$ cat src/rtl/lane_demux_pkg.sv
// Shared kernel constants for the 2:1 time-division lane mux and its demux.
// The phase encoding here is the single source of truth for both ends of the link.
package lane_demux_pkg;

    localparam logic PHASE_A = 1'b1;
    localparam logic PHASE_B = 1'b0;

    typedef enum logic {
        PH_B = PHASE_B,
        PH_A = PHASE_A
    } phase_e;

    // Phase that follows the current one given the stream enable.
    function automatic logic next_phase(input logic phase, input logic enable);
        return enable ? ~phase : PHASE_A;
    endfunction

endpackage

$ cat src/rtl/lane_demux_if.sv
// Stream-side and result-side signals of the lane demultiplexer.
// master drives the interleaved stream; slave is the demux itself.
interface lane_demux_if #(
    parameter int N  = 8,
    parameter int CW = 16
);
    logic          enable;
    logic [N-1:0]  data_in;
    logic [N-1:0]  data_out_a;
    logic [N-1:0]  data_out_b;
    logic          valid_out;
    logic [CW-1:0] pair_count;
    logic [CW-1:0] orphan_count;

    modport master (
        output enable, data_in,
        input  data_out_a, data_out_b, valid_out, pair_count, orphan_count
    );

    modport slave (
        input  enable, data_in,
        output data_out_a, data_out_b, valid_out, pair_count, orphan_count
    );
endinterface

$ cat src/rtl/lane_demux_sat_counter.sv
// Event counter that sticks at all-ones instead of wrapping.
module sat_counter #(
    parameter int CW = 16
) (
    input  logic          clk,
    input  logic          reset,
    input  logic          inc,
    output logic [CW-1:0] count
);

    logic [CW-1:0] count_q;
    logic [CW-1:0] count_d;

    always_comb begin
        count_d = count_q;
        if (inc && (count_q != {CW{1'b1}})) begin
            count_d = count_q + CW'(1);
        end
    end

    always_ff @(posedge clk) begin
        if (reset) begin
            count_q <= '0;
        end else begin
            count_q <= count_d;
        end
    end

    assign count = count_q;

endmodule

$ cat src/rtl/lane_demux.sv
// Splits an A/B interleaved stream back into registered lane pairs and counts
// completed pairs and lane A words abandoned when the stream drops mid-pair.
module lane_demux
    import lane_demux_pkg::*;
#(
    parameter int N  = 8,
    parameter int CW = 16
) (
    input logic        clk,
    input logic        reset,
    lane_demux_if.slave bus
);

    phase_e       phase_q;
    logic [N-1:0] hold_a_q;
    logic [N-1:0] data_a_q;
    logic [N-1:0] data_b_q;
    logic         valid_q;

    logic pair_inc;
    logic orphan_inc;

    // Counter increments line up with the edge that loads the pair, so the
    // count is already updated in the cycle valid_out is high.
    assign pair_inc   = bus.enable && (phase_q == PH_B);
    assign orphan_inc = !bus.enable && (phase_q == PH_B);

    always_ff @(posedge clk) begin
        if (reset) begin
            phase_q  <= PH_A;
            hold_a_q <= '0;
            data_a_q <= '0;
            data_b_q <= '0;
            valid_q  <= 1'b0;
        end else begin
            valid_q <= 1'b0;
            phase_q <= phase_e'(next_phase(phase_q, bus.enable));
            if (bus.enable) begin
                case (phase_q)
                    PH_A: hold_a_q <= bus.data_in;
                    PH_B: begin
                        data_a_q <= hold_a_q;
                        data_b_q <= bus.data_in;
                        valid_q  <= 1'b1;
                    end
                    default: ;
                endcase
            end
        end
    end

    sat_counter #(.CW(CW)) u_pair_cnt (
        .clk   (clk),
        .reset (reset),
        .inc   (pair_inc),
        .count (bus.pair_count)
    );

    sat_counter #(.CW(CW)) u_orphan_cnt (
        .clk   (clk),
        .reset (reset),
        .inc   (orphan_inc),
        .count (bus.orphan_count)
    );

    assign bus.data_out_a = data_a_q;
    assign bus.data_out_b = data_b_q;
    assign bus.valid_out  = valid_q;

endmodule

$ cat src/flat_wrapper.sv
// flat-port wrapper written by rule: the top's interface ports become plain ports
module lane_demux_flat import lane_demux_pkg::*;
#(
    parameter int N  = 8,
    parameter int CW = 16
)
  (clk, reset, bus_enable, bus_data_in, bus_data_out_a, bus_data_out_b, bus_valid_out, bus_pair_count, bus_orphan_count);
  lane_demux_if #(.N(N), .CW(CW)) bus_i ();
  input logic clk;
  input logic reset;
  input wire logic [$bits(bus_i.enable)-1:0] bus_enable;
  input wire logic [$bits(bus_i.data_in)-1:0] bus_data_in;
  output wire logic [$bits(bus_i.data_out_a)-1:0] bus_data_out_a;
  output wire logic [$bits(bus_i.data_out_b)-1:0] bus_data_out_b;
  output wire logic [$bits(bus_i.valid_out)-1:0] bus_valid_out;
  output wire logic [$bits(bus_i.pair_count)-1:0] bus_pair_count;
  output wire logic [$bits(bus_i.orphan_count)-1:0] bus_orphan_count;
  assign bus_i.enable = bus_enable;
  assign bus_i.data_in = bus_data_in;
  assign bus_data_out_a = bus_i.data_out_a;
  assign bus_data_out_b = bus_i.data_out_b;
  assign bus_valid_out = bus_i.valid_out;
  assign bus_pair_count = bus_i.pair_count;
  assign bus_orphan_count = bus_i.orphan_count;
  lane_demux #(.N(N), .CW(CW)) u_core (.clk(clk), .reset(reset), .bus(bus_i));
endmodule
$ cat config.mk
export PLATFORM = sky130hd
export DESIGN_NAME = lane_demux_flat
export DESIGN_NICKNAME = d
export VERILOG_FILES = /design/src/rtl/lane_demux_pkg.sv /design/src/rtl/lane_demux_if.sv /design/src/rtl/lane_demux_sat_counter.sv /design/src/rtl/lane_demux.sv /design/src/flat_wrapper.sv
export SDC_FILE = /design/constraint.sdc
export NUM_CORES = 1
export LEC_CHECK = 0
export CAP_MARGIN = 10
export CORE_UTILIZATION = 52
export CTS_BUF_LIST = sky130_fd_sc_hd__clkbuf_8
export CTS_CLUSTER_SIZE = 12
export DETAILED_ROUTE_END_ITERATION = 10
export PLACE_DENSITY = 0.82
export SLEW_MARGIN = 0
export SYNTH_ARGS = -nofsm -noshare
export SYNTH_HDL_FRONTEND = slang
export SYNTH_HIERARCHICAL = 1
export SYNTH_SLANG_ARGS = --single-unit
$ cat constraint.sdc
create_clock -name clk -period 2.3 [get_ports clk]
set_input_delay 0.23 -clock clk [delete_from_list [all_inputs] [get_ports clk]]
set_output_delay 0.23 -clock clk [all_outputs]
set_load 0.05 [all_outputs]
==> summary.txt, run 1 <==
Finish
  – Nets: 368
  – Commonest non-fill, non-tap cells in the layout: clkdlybuf4s50_1, dfxtp_1, nand2b_1
  – P&R area growth vs syn: 31.7%
  – Reg area: 1160 sq um
  – Ant diodes: 0
  – Share of layout cells above drive strength 1: 0.0861
  – Multi-input logic area: 1470 sq um
  – Filler cells: 429
  – Final Instance Area: 3610 sq um
  – Post-layout util: 0.711

Timing
  – Count of final max-slew check failures: 0
  – RSZ-0062 raised after global routing: false
  – Clock skew: 7.18 ps
  – Fmax achieved: 524 MHz
  – Final WS setup: 391 ps
  – Slew margin rel.: 0.566
  – Post-layout min period: 1910 ps
  – Final period utilization: 0.830
  – Setup_tns: 0 ps
  – Fin. Hold Viols: 0
  – # setup viols final: 0
  – Worst Max-Slew Pin Slew: 642 ps

Synth
  – Syn_area_per_cell: 9.38 sq um
  – Flops & latches, synth: 58
  – Post-Synthesis Cell Area: 2740 sq um
  – YS warnings: 6
  – Syn nets: 305
  – Unique masters post-synth: 36
  – Post-Syn Instances: 292
  – Sequential share of the synthesized area: 0.424

Pwr
  – Worst IR Drop VDD: 738 uV
  – Leakage dissipation: 1.24 nW
  – Power per Cell Area: 603 nW/um^2

Setup path
  – Worst EP required: 2070 ps
  – Top Family by Delay on Critical Path: buffers and inverters
  – Max incr delay on CP: 860 ps
  – CP Class: reg2out
  – CP max-delay cell: clkdlybuf4s50_1
  – WP buf/inv: 1
  – Startpoint Class: flip-flop
  – R2R cell count: 5
  – CP endpoint kind: output port
  – Worst-path cell chain: clkdlybuf4s50_1
  – Crit Path Max Fanout: 7
  – WP depth: 1
  – CP arrival: 1680 ps

Detailed routing
  – Final ANT Viol Nets: 0
  – DRC Markers: 0
  – Via Count: 2393
  – Vias/cell: 5.57
  – 1st-iter DRT viols: 113
  – Routed WL: 6000 um
  – Initial DRT Pass Iterations: 4
  – DR WL/cell: 13.9 um

Floorplanning
  – Die ar.: 5560 sq um
  – # rows: 26
  – Initial core utilization: 0.540
  – Die Y: 74.6 um
  – Ports: 60
  – Core Footprint: 5070 sq um
  – Die Width: 74.6 um

GRT
  – First-pass GRT wire length: 9930 um
  – Total GRT Usage: 0.232
  – Initial antenna violation count: 0
  – Vias in the first global route: 2155
  – Pin count of the biggest net entering global routing: 32
  – Overflow after GRT: 0

Clocking
  – Cts repair resizes: 0
  – Setup Buffers After CTS: 0
  – Clock Path Buffers: 2
  – Sink Count: 58
  – Clock transition at path regs: 70 ps
  – CTS tree: done
  – H-tree depth: 3
  – Root Buffer: clkbuf_8
  – Clock buffer count from CTS: 9
  – Clk Latency, worst-skew pair: 330 ps
  – CTS hold repair buffers: 0

Min path
  – Hold Crit Class: in2reg
  – Worst hold path depth: 2

Place
  – Detailed Place HPWL: 4080 um
  – RD Place Congestion: 0.783
  – Dpl ws: 248 ps
  – Placement Cell Area: 3400 sq um
  – Port Buffer Count: 59

Status
  – Status: completed

Job
  – Number of max-cap violations: 0
where the power goes:
part | internal [W] | switching (W)
Clock | 0.000600 | 0.000395
Sequential | 0.00102 | 0.00000926
Combinational | 0.0000642 | 0.0000833
Yosys cell counts (all sizes together):
| cell | number | area share |
|---|---|---|
| nor2b | 4 | 0.0091 |
| nor4bb | 2 | 0.0073 |
| nor2 | 14 | 0.019 |
| o21a | 2 | 0.0055 |
| clkbuf | 7 | 0.0096 |
| nand3 | 12 | 0.022 |
| mux2i | 26 | 0.095 |
| inv | 7 | 0.011 |
| o41ai | 2 | 0.0064 |
| ha | 2 | 0.0091 |
| nand3b | 2 | 0.0055 |
| and4 | 6 | 0.019 |
| nand4 | 8 | 0.029 |
| and2 | 1 | 0.0023 |
| a21oi | 20 | 0.037 |
| or4 | 14 | 0.038 |
| dfxtp | 58 | 0.42 |
| nor4 | 6 | 0.025 |
| or3 | 6 | 0.014 |
| xnor2 | 4 | 0.013 |
| o21ai | 8 | 0.015 |
| o311ai | 2 | 0.0064 |
| nand2 | 14 | 0.021 |
| nor3 | 8 | 0.015 |
| mux2 | 2 | 0.0082 |
| buf | 7 | 0.020 |
| and3 | 2 | 0.0046 |
| nand2b | 34 | 0.078 |
| o31ai | 12 | 0.033 |
through the flow:
step / cells / hold WS, ps / total power [W]
after global placement: 414 / 459 / 0.00120
after floorplan: 292 / 406 / 0.00115
after global routing: 430 / 372 / 0.00227
after detailed placement: 414 / 464 / 0.00120
after CTS: 430 / 334 / 0.00221
final: 430 / 365 / 0.00218
metal layers:
layer / wire, um / global-route usage / vias up
met3: 299 / 0.0732 / 2
met5: 0 / 0 / -
met2: 2920 / 0.378 / 66
met1: 2760 / 0.296 / 1122
li1: - / - / 1203
met4: 17 / 0.0629 / 0
cell type report:
| cell class | instances | area share |
|---|---|---|
| sequential | 58 | 0.322 |
| multi-input combinational | 213 | 0.407 |
| inverter | 7 | 0.00867 |
| timing repair buffer | 66 | 0.180 |
| clock buffer | 9 | 0.0343 |
| tap | 70 | 0.0243 |
| clock inverter | 7 | 0.0239 |
path summary, 6_finish.rpt:
| path | to | startpoint | slack [ps] |
|---|---|---|---|
| hold / removal | u_core/u_pair_cnt/count[4] | reset | 370 |
| setup / recovery | bus_pair_count[5] | u_core/u_pair_cnt/count[5] | 390 |
| setup reg to reg | u_core/u_orphan_cnt/count[11] | u_core/u_orphan_cnt/count[0] | 440 |
| hold reg to reg | u_core/bus.data_out_a[5] | u_core/bus.data_out_a[5] | 470 |
state kept, by name, indices dropped and copies added, names as in the netlist:
register	count
u_core/bus.data_out_b	8
u_core/u_pair_cnt/count	16
u_core/bus.data_out_a	8
u_core/hold_a_q	8
u_core/phase_q	1
u_core/bus.valid_out	1
u_core/u_orphan_cnt/count	16
kinds of logic after synthesis:
| group | share of synthesized area |
|---|---|
| xor+xnor | 0.0128 |
| fa+ha+maj | 0.00913 |
| buf+inv | 0.0406 |
| compound gates | 0.102 |
| mux | 0.103 |
| flops | 0.424 |
| simple gates | 0.308 |
Power figures use the tool's default switching activity.
==> run 2: changes to the inputs <==
==> constraint.sdc (replaced) <==
create_clock -name clk -period 1.8 [get_ports clk]
set_input_delay 0.18 -clock clk [delete_from_list [all_inputs] [get_ports clk]]
set_output_delay 0.18 -clock clk [all_outputs]
set_load 0.05 [all_outputs]
==> summary.txt, run 2 (synthesized netlist as in run 1, its figures left out) <==
Place
  – Port Buffer Count: 59 (unchanged)
  – Dpl ws: -101 ps (was 248 ps)
  – Placed Cells: 426 (was 414)
  – Detailed Place HPWL: 4150 um (was 4080 um)
  – RD Place Congestion: 0.821 (was 0.783)
  – Placement Cell Area: 3520 sq um (was 3400 sq um)

Timing
  – Fmax achieved: 568 MHz
  – Final WS setup: 38.5 ps (was 391 ps)
  – # setup viols final: 0 (unchanged)
  – Worst Max-Slew Pin Slew: 570 ps (was 642 ps)
  – Count of final max-slew check failures: 0 (unchanged)
  – Post-layout min period: 1760 ps
  – Slew margin rel.: 0.620 (was 0.566)
  – Fin. Hold Viols: 0 (unchanged)
  – Clock skew: 7.31 ps (was 7.18 ps)
  – Hold slack: 335 ps (was 365 ps)
  – Final period utilization: 0.979
  – RSZ-0062 raised after global routing: false (unchanged)

Detailed routing
  – Via Count: 2425 (was 2393)
  – DRC Markers: 0 (unchanged)
  – 1st-iter DRT viols: 176 (was 113)
  – Vias/cell: 5.51 (was 5.57)
  – DR WL/cell: 13.8 um (was 13.9 um)
  – Final ANT Viol Nets: 0 (unchanged)
  – Initial DRT Pass Iterations: 4 (unchanged)
  – Routed WL: 6080 um (was 6000 um)

Status
  – Status: completed (unchanged)

Floorplanning
  – Core Footprint: 5070 sq um (unchanged)
  – Die ar.: 5560 sq um (unchanged)
  – Die Y: 74.6 um (unchanged)
  – Ports: 60 (unchanged)
  – # rows: 26 (unchanged)
  – Die Width: 74.6 um (unchanged)
  – Initial core utilization: 0.540 (unchanged)

GRT
  – Pin count of the biggest net entering global routing: 44 (was 32)
  – Overflow after GRT: 0 (unchanged)
  – Total GRT Usage: 0.228 (was 0.232)
  – Initial antenna violation count: 0 (unchanged)
  – First-pass GRT wire length: 9610 um (was 9930 um)
  – Vias in the first global route: 2074 (was 2155)

Setup path
  – Top Family by Delay on Critical Path: buffers and inverters (unchanged)
  – CP endpoint kind: output port (unchanged)
  – Startpoint Class: flip-flop (unchanged)
  – Max incr delay on CP: 830 ps (was 860 ps)
  – CP Class: reg2out (unchanged)
  – Crit Path Max Fanout: 7 (unchanged)
  – Worst-path cell chain: clkdlybuf4s50_1 (unchanged)
  – Worst EP required: 1620 ps (was 2070 ps)
  – CP arrival: 1580 ps (was 1680 ps)
  – CP max-delay cell: clkdlybuf4s50_1 (unchanged)
  – WP buf/inv: 1 (unchanged)

Finish
  – P&R area growth vs syn: 35.9% (was 31.7%)
  – Multi-input logic area: 1480 sq um (was 1470 sq um)
  – Final Instance Area: 3720 sq um (was 3610 sq um)
  – Post-layout util: 0.734 (was 0.711)
  – Filler cells: 403 (was 429)
  – Nets: 380 (was 368)
  – Ant diodes: 0 (unchanged)
  – Final Non-Filler Cells: 440 (was 430)
  – Commonest non-fill, non-tap cell in the layout: clkdlybuf4s50_1
  – Reg area: 1200 sq um (was 1160 sq um)
  – Commonest non-fill, non-tap cells in the layout: clkdlybuf4s50_1, nand2b_1, dfxtp_2 (was clkdlybuf4s50_1, dfxtp_1, nand2b_1)
  – Share of layout cells above drive strength 1: 0.211 (was 0.0861)

Clocking
  – CTS tree: done (unchanged)
  – Clock buffer count from CTS: 9 (unchanged)
  – Clock Path Buffers: 2 (unchanged)
  – Clk Latency, worst-skew pair: 340 ps (was 330 ps)
  – Root Buffer: clkbuf_8 (unchanged)
  – Clock transition at path regs: 60 ps (was 70 ps)
  – CTS hold repair buffers: 0 (unchanged)
  – H-tree depth: 3 (unchanged)
  – Sink Count: 58 (unchanged)

Pwr
  – Switching pwr: 0.000615 W (was 0.000488 W)
  – Internal power: 0.00209 W (was 0.00169 W)
  – Clk pwr share: 0.441 (was 0.457)
  – Reg power frac: 0.489 (was 0.475)
  – Logic pwr share: 0.070 (was 0.068)
  – Leakage dissipation: 1.30 nW (was 1.24 nW)
  – Power per Cell Area: 725 nW/um^2 (was 603 nW/um^2)
  – Worst IR Drop VDD: 456 uV (was 738 uV)
  – Switching portion of total power: 0.228 (was 0.224)

Min path
  – Hold Crit Class: in2reg (unchanged)

Job
  – Number of max-cap violations: 0 (unchanged)
run 2: cell types whose count changed in the layout (fill, tap and decap cells not counted), sizes merged:
cell	previous run	this run
buf	8	20
bufinv	2	1
clkbuf	9	11
clkinv	3	2
inv	9	7
run 2: power by group through the flow:
stage	clock [W]	sequential, W	combinational (W)
floorplan	0	0.00139	0.0000854
CTS	0.00122	0.00132	0.000191
detailed placement	0	0.00135	0.000190
global route	0.00127	0.00132	0.000202
global placement	0	0.00135	0.000187
finish	0.00119	0.00132	0.000190
run 2: final cells by class:
cell class              count  share of cell area
flip-flops and latches     58               0.323
well taps                  70              0.0235
clock inverters             3              0.0108
multi-input cells         213               0.399
inverters                   7             0.00840
clock buffers              11              0.0407
repair buffers             78               0.196
run 2: final timing paths:
check                                             startpoint                     endpoint  slack (ps)  cells past startpoint
worst min register to register      u_core/bus.data_out_a[1]     u_core/bus.data_out_a[1]         470                      2
worst max register to register    u_core/u_pair_cnt/count[0]  u_core/u_pair_cnt/count[11]         100                      6
worst min-delay path                                   reset         u_core/bus.valid_out         330                      2
worst max-delay path            u_core/u_orphan_cnt/count[5]          bus_orphan_count[5]          40                      1
run 2: metrics by stage:
step | TNS (ps) | total power (W)
6_report | 0 | 0.00270
5_1_grt | 0 | 0.00280
4_1_cts | 0 | 0.00273
3_5_place_dp | -227 | 0.00154
3_3_place_gp | -47.9 | 0.00153
2_1_floorplan | 0 | 0.00147
run 2: repair_timing:
action | in CTS | in global routing
endpoints found under the setup margin | 0 | 6
buffers inserted | 0 | 0
gates resized for setup | 0 | 3
run 2: per-layer routing:
layer	track usage	routed length (um)	vias to the layer above
li1	-	-	1224
met1	0.281	2730	1130
met2	0.379	2990	62
met3	0.0461	266	9
met4	0.113	94	0
met5	0	0	-
==> run 3: changes to the inputs <==
--- a/config.mk
+++ b/config.mk
@@ -14,5 +14,4 @@
 export SLEW_MARGIN = 0
 export SYNTH_ARGS = -nofsm -noshare
 export SYNTH_HDL_FRONTEND = slang
-export SYNTH_HIERARCHICAL = 1
 export SYNTH_SLANG_ARGS = --single-unit
==> summary.txt, run 3 <==
Finish
  – Commonest non-fill, non-tap cells in the layout: clkdlybuf4s50_1, nand2_1, a21oi_1 (was clkdlybuf4s50_1, nand2b_1, dfxtp_2)
  – Reg area: 1200 sq um (about the same)
  – Final Instance Area: 3690 sq um (was 3720 sq um)
  – Ant diodes: 0 (unchanged)
  – Multi-input logic area: 1400 sq um (was 1480 sq um)
  – Share of layout cells above drive strength 1: 0.227 (was 0.211)
  – Filler cells: 355 (was 403)
  – Nets: 405 (was 380)
  – Commonest non-fill, non-tap cell in the layout: clkdlybuf4s50_1 (unchanged)
  – P&R area growth vs syn: 40.6% (was 35.9%)

Setup path
  – WP depth: 1 (unchanged)
  – CP startpoint: u_core.u_orphan_cnt.count[2] (was u_core/u_orphan_cnt/count[5])
  – Worst R2R End: u_core.u_orphan_cnt.count[14] (was u_core/u_pair_cnt/count[11])
  – CP endpoint kind: output port (unchanged)
  – CP Class: reg2out (unchanged)
  – Crit Path Max Fanout: 8 (was 7)
  – Top Family by Delay on Critical Path: buffers and inverters (unchanged)
  – Startpoint Class: flip-flop (unchanged)
  – Worst EP required: 1620 ps (about the same)
  – CP arrival: 1560 ps (was 1580 ps)
  – CP max-delay cell: clkdlybuf4s50_1 (unchanged)
  – FF-to-FF Start: u_core.u_orphan_cnt.count[0] (was u_core/u_pair_cnt/count[0])
  – WP buf/inv: 1 (unchanged)
  – R2R cell count: 5 (was 6)
  – Worst-path cell chain: clkdlybuf4s50_1 (unchanged)
  – Max incr delay on CP: 830 ps (about the same)
  – Worst reg-to-reg setup slack: 120 ps (was 100 ps)
  – Crit path to: bus_orphan_count[2] (was bus_orphan_count[5])

Detailed routing
  – Initial DRT Pass Iterations: 4 (unchanged)
  – 1st-iter DRT viols: 156 (was 176)
  – DRC Markers: 0 (unchanged)
  – Vias/cell: 5.60 (was 5.51)
  – Final ANT Viol Nets: 0 (unchanged)
  – Via Count: 2597 (was 2425)
  – Routed WL: 6570 um (was 6080 um)
  – DR WL/cell: 14.2 um (was 13.8 um)

GRT
  – Overflow after GRT: 0 (unchanged)
  – Vias in the first global route: 2417 (was 2074)
  – Pin count of the biggest net entering global routing: 36 (was 44)
  – First-pass GRT wire length: 10700 um (was 9610 um)
  – Total GRT Usage: 0.259 (was 0.228)
  – Initial antenna violation count: 0 (unchanged)

Place
  – Port Buffer Count: 59 (unchanged)
  – Placement Cell Area: 3440 sq um (was 3520 sq um)
  – Detailed Place HPWL: 4480 um (was 4150 um)
  – RD Place Congestion: 0.837 (was 0.821)

Floorplanning
  – Core Footprint: 4790 sq um (was 5070 sq um)
  – Die Width: 73 um (was 74.6 um)
  – Die ar.: 5330 sq um (was 5560 sq um)
  – Ports: 60 (unchanged)
  – Initial core utilization: 0.548 (was 0.540)
  – Die Y: 73 um (was 74.6 um)
  – # rows: 25 (was 26)

Synth
  – Xor-xnor portion of the synthesized cell area: 0.00334 (was 0.0128)
  – Synth area leaders: dfxtp_1, nand2_1, a21oi_1, mux2_2, nor2_1 (was dfxtp_1, mux2i_1, nand2b_1, or4_1, a21oi_1)
  – Main combinational cell family by area after synthesis: simple AND/OR/NAND/NOR gates (unchanged)
  – Top cells by count, synth: dfxtp_1, nand2_1, a21oi_1, nor2_1, nand3_1 (was dfxtp_1, nand2b_1, mux2i_1, a21oi_1)
  – Multiplexer share of the synthesized area: 0.0621 (was 0.103)
  – Most common cell in the netlist: dfxtp_1 (unchanged)
  – Post-Syn Instances: 313 (was 292)
  – Primary FF master, synth: dfxtp_1 (unchanged)
  – YS warnings: 0 (was 6)
  – Unique masters post-synth: 44 (was 36)
  – Sequential share of the synthesized area: 0.443 (was 0.424)
  – Post-Synthesis Cell Area: 2620 sq um (was 2740 sq um)
  – Compound-Gate Fraction of Synth Area: 0.135 (was 0.102)
  – Flops & latches, synth: 58 (unchanged)
  – Asr flop ratio synth: 0 (unchanged)
  – Number of flops mapped to enable cells by yosys: 0 (unchanged)
  – Post-Synth Adder-Cell Area: 0.00955 (was 0.00913)
  – Syn_area_per_cell: 8.37 sq um (was 9.38 sq um)
  – Post-synth top area cell: dfxtp_1 (unchanged)
  – Post-synth top area share: 0.443 (was 0.424)
  – Syn nets: 326 (was 305)
  – Simple-gate share of the synthesized area: 0.320 (was 0.308)

Job
  – Number of max-cap violations: 0 (unchanged)

Timing
  – Slew margin rel.: 0.613 (was 0.620)
  – Worst Max-Slew Pin Slew: 581 ps (was 570 ps)
  – Final period utilization: 0.966 (was 0.979)
  – # setup viols final: 0 (unchanged)
  – RSZ-0062 raised after global routing: false (unchanged)
  – Fmax achieved: 575 MHz (was 568 MHz)
  – Count of final max-slew check failures: 0 (unchanged)
  – Post-layout min period: 1740 ps (was 1760 ps)
  – Clock skew: 5.19 ps (was 7.31 ps)
  – Fin. Hold Viols: 0 (unchanged)
  – Setup_tns: 0 ps (unchanged)

Clocking
  – Clock transition at path regs: 60 ps (about the same)
  – Clock Path Buffers: 2 (unchanged)
  – Root Buffer: clkbuf_8 (unchanged)
  – H-tree depth: 3 (unchanged)
  – CTS tree: done (unchanged)
  – Sink Count: 58 (unchanged)
  – Clk Latency, worst-skew pair: 330 ps (was 340 ps)
  – CTS hold repair buffers: 0 (unchanged)
  – Clock buffer count from CTS: 9 (unchanged)

Pwr
  – Reg power frac: 0.467 (was 0.489)
  – Clk pwr share: 0.464 (was 0.441)
  – Internal power: 0.00219 W (was 0.00209 W)
  – Leakage dissipation: 1.29 nW (was 1.30 nW)
  – Switching pwr: 0.000634 W (was 0.000615 W)
  – Worst IR Drop VDD: 459 uV (was 456 uV)
  – Logic pwr share: 0.068 (was 0.070)
  – Power per Cell Area: 766 nW/um^2 (was 725 nW/um^2)
  – Switching portion of total power: 0.225 (was 0.228)

Min path
  – Hold Crit Class: in2reg (unchanged)
  – Worst hold path depth: 2 (unchanged)

Status
  – Status: completed (unchanged)
-- run 3: cell count changes in the layout (fill, tap and decap cells not counted), sizes merged, moves of 6 or more --
cell    change
mux2        +8
mux2i      -21
nand3       +6
nor2b       +6
nand2b     -29
nand2      +40
nor2        +8
a21oi      +20
or4         -7
-- run 3: cell type report --
class	count	share of cell area
tap	67	0.0227
clock buffer	10	0.0373
multi-input combinational	236	0.380
clock inverter	6	0.0221
sequential	58	0.327
inverter	5	0.00509
timing repair buffer	82	0.206
-- run 3: stage by stage --
step	worst slack (ps)	cells	hold WS [ps]	util	total power, W
6_report	61.3	464	331	0.770	0.00282
5_1_grt	15.5	464	384	0.770	0.00291
4_1_cts	15.2	463	319	0.765	0.00284
3_5_place_dp	-115	447	448	0.720	0.00154
3_3_place_gp	-100	447	437	0.720	0.00153
2_1_floorplan	-3.89	313	316	-	0.00145
-- run 3: cells by family after synthesis --
group                      Yosys count
AOI/OAI and AO/OA                   61
xor gates and xnor gates             1
adders and majority gates            2
buffers and inverters               19
DFF                                 58
muxes                               15
and+or+nand+nor                    157
-- run 3: power by group through the flow --
stage          Sequential [W]  Clock, W  Combinational, W
6_report              0.00132   0.00131          0.000193
3_3_place_gp          0.00135         0          0.000189
3_5_place_dp          0.00135         0          0.000192
4_1_cts               0.00132   0.00132          0.000193
5_1_grt               0.00132   0.00138          0.000208
2_1_floorplan         0.00138         0         0.0000723
-- run 3: how the worst min path moves through the flow --
stage / startpoint / slack, ps / end
global placement: u_core.hold_a_q[7] / 440 / u_core.bus.data_out_a[7]
global route: reset / 380 / u_core.u_orphan_cnt.count[2]
detailed placement: u_core.hold_a_q[2] / 450 / u_core.bus.data_out_a[2]
CTS: reset / 320 / u_core.u_orphan_cnt.count[12]
finish: reset / 330 / u_core.u_orphan_cnt.count[12]
floorplan: bus_data_in[0] / 320 / u_core.bus.data_out_b[0]
-- run 3: per-layer routing --
layer	global-route usage	share of wire	routed length, um	vias up
met4	0.124	0.021	136	0
met3	0.0470	0.035	232	16
li1	-	-	-	1274
met2	0.455	0.51	3370	69
met5	0	0	0	-
met1	0.303	0.43	2840	1238
-- run 3: what timing repair did --
action | 4_1_cts | 5_1_grt
setup endpoints to repair | 0 | 4
setup buffers | 0 | 1
gates resized for setup | 0 | 3
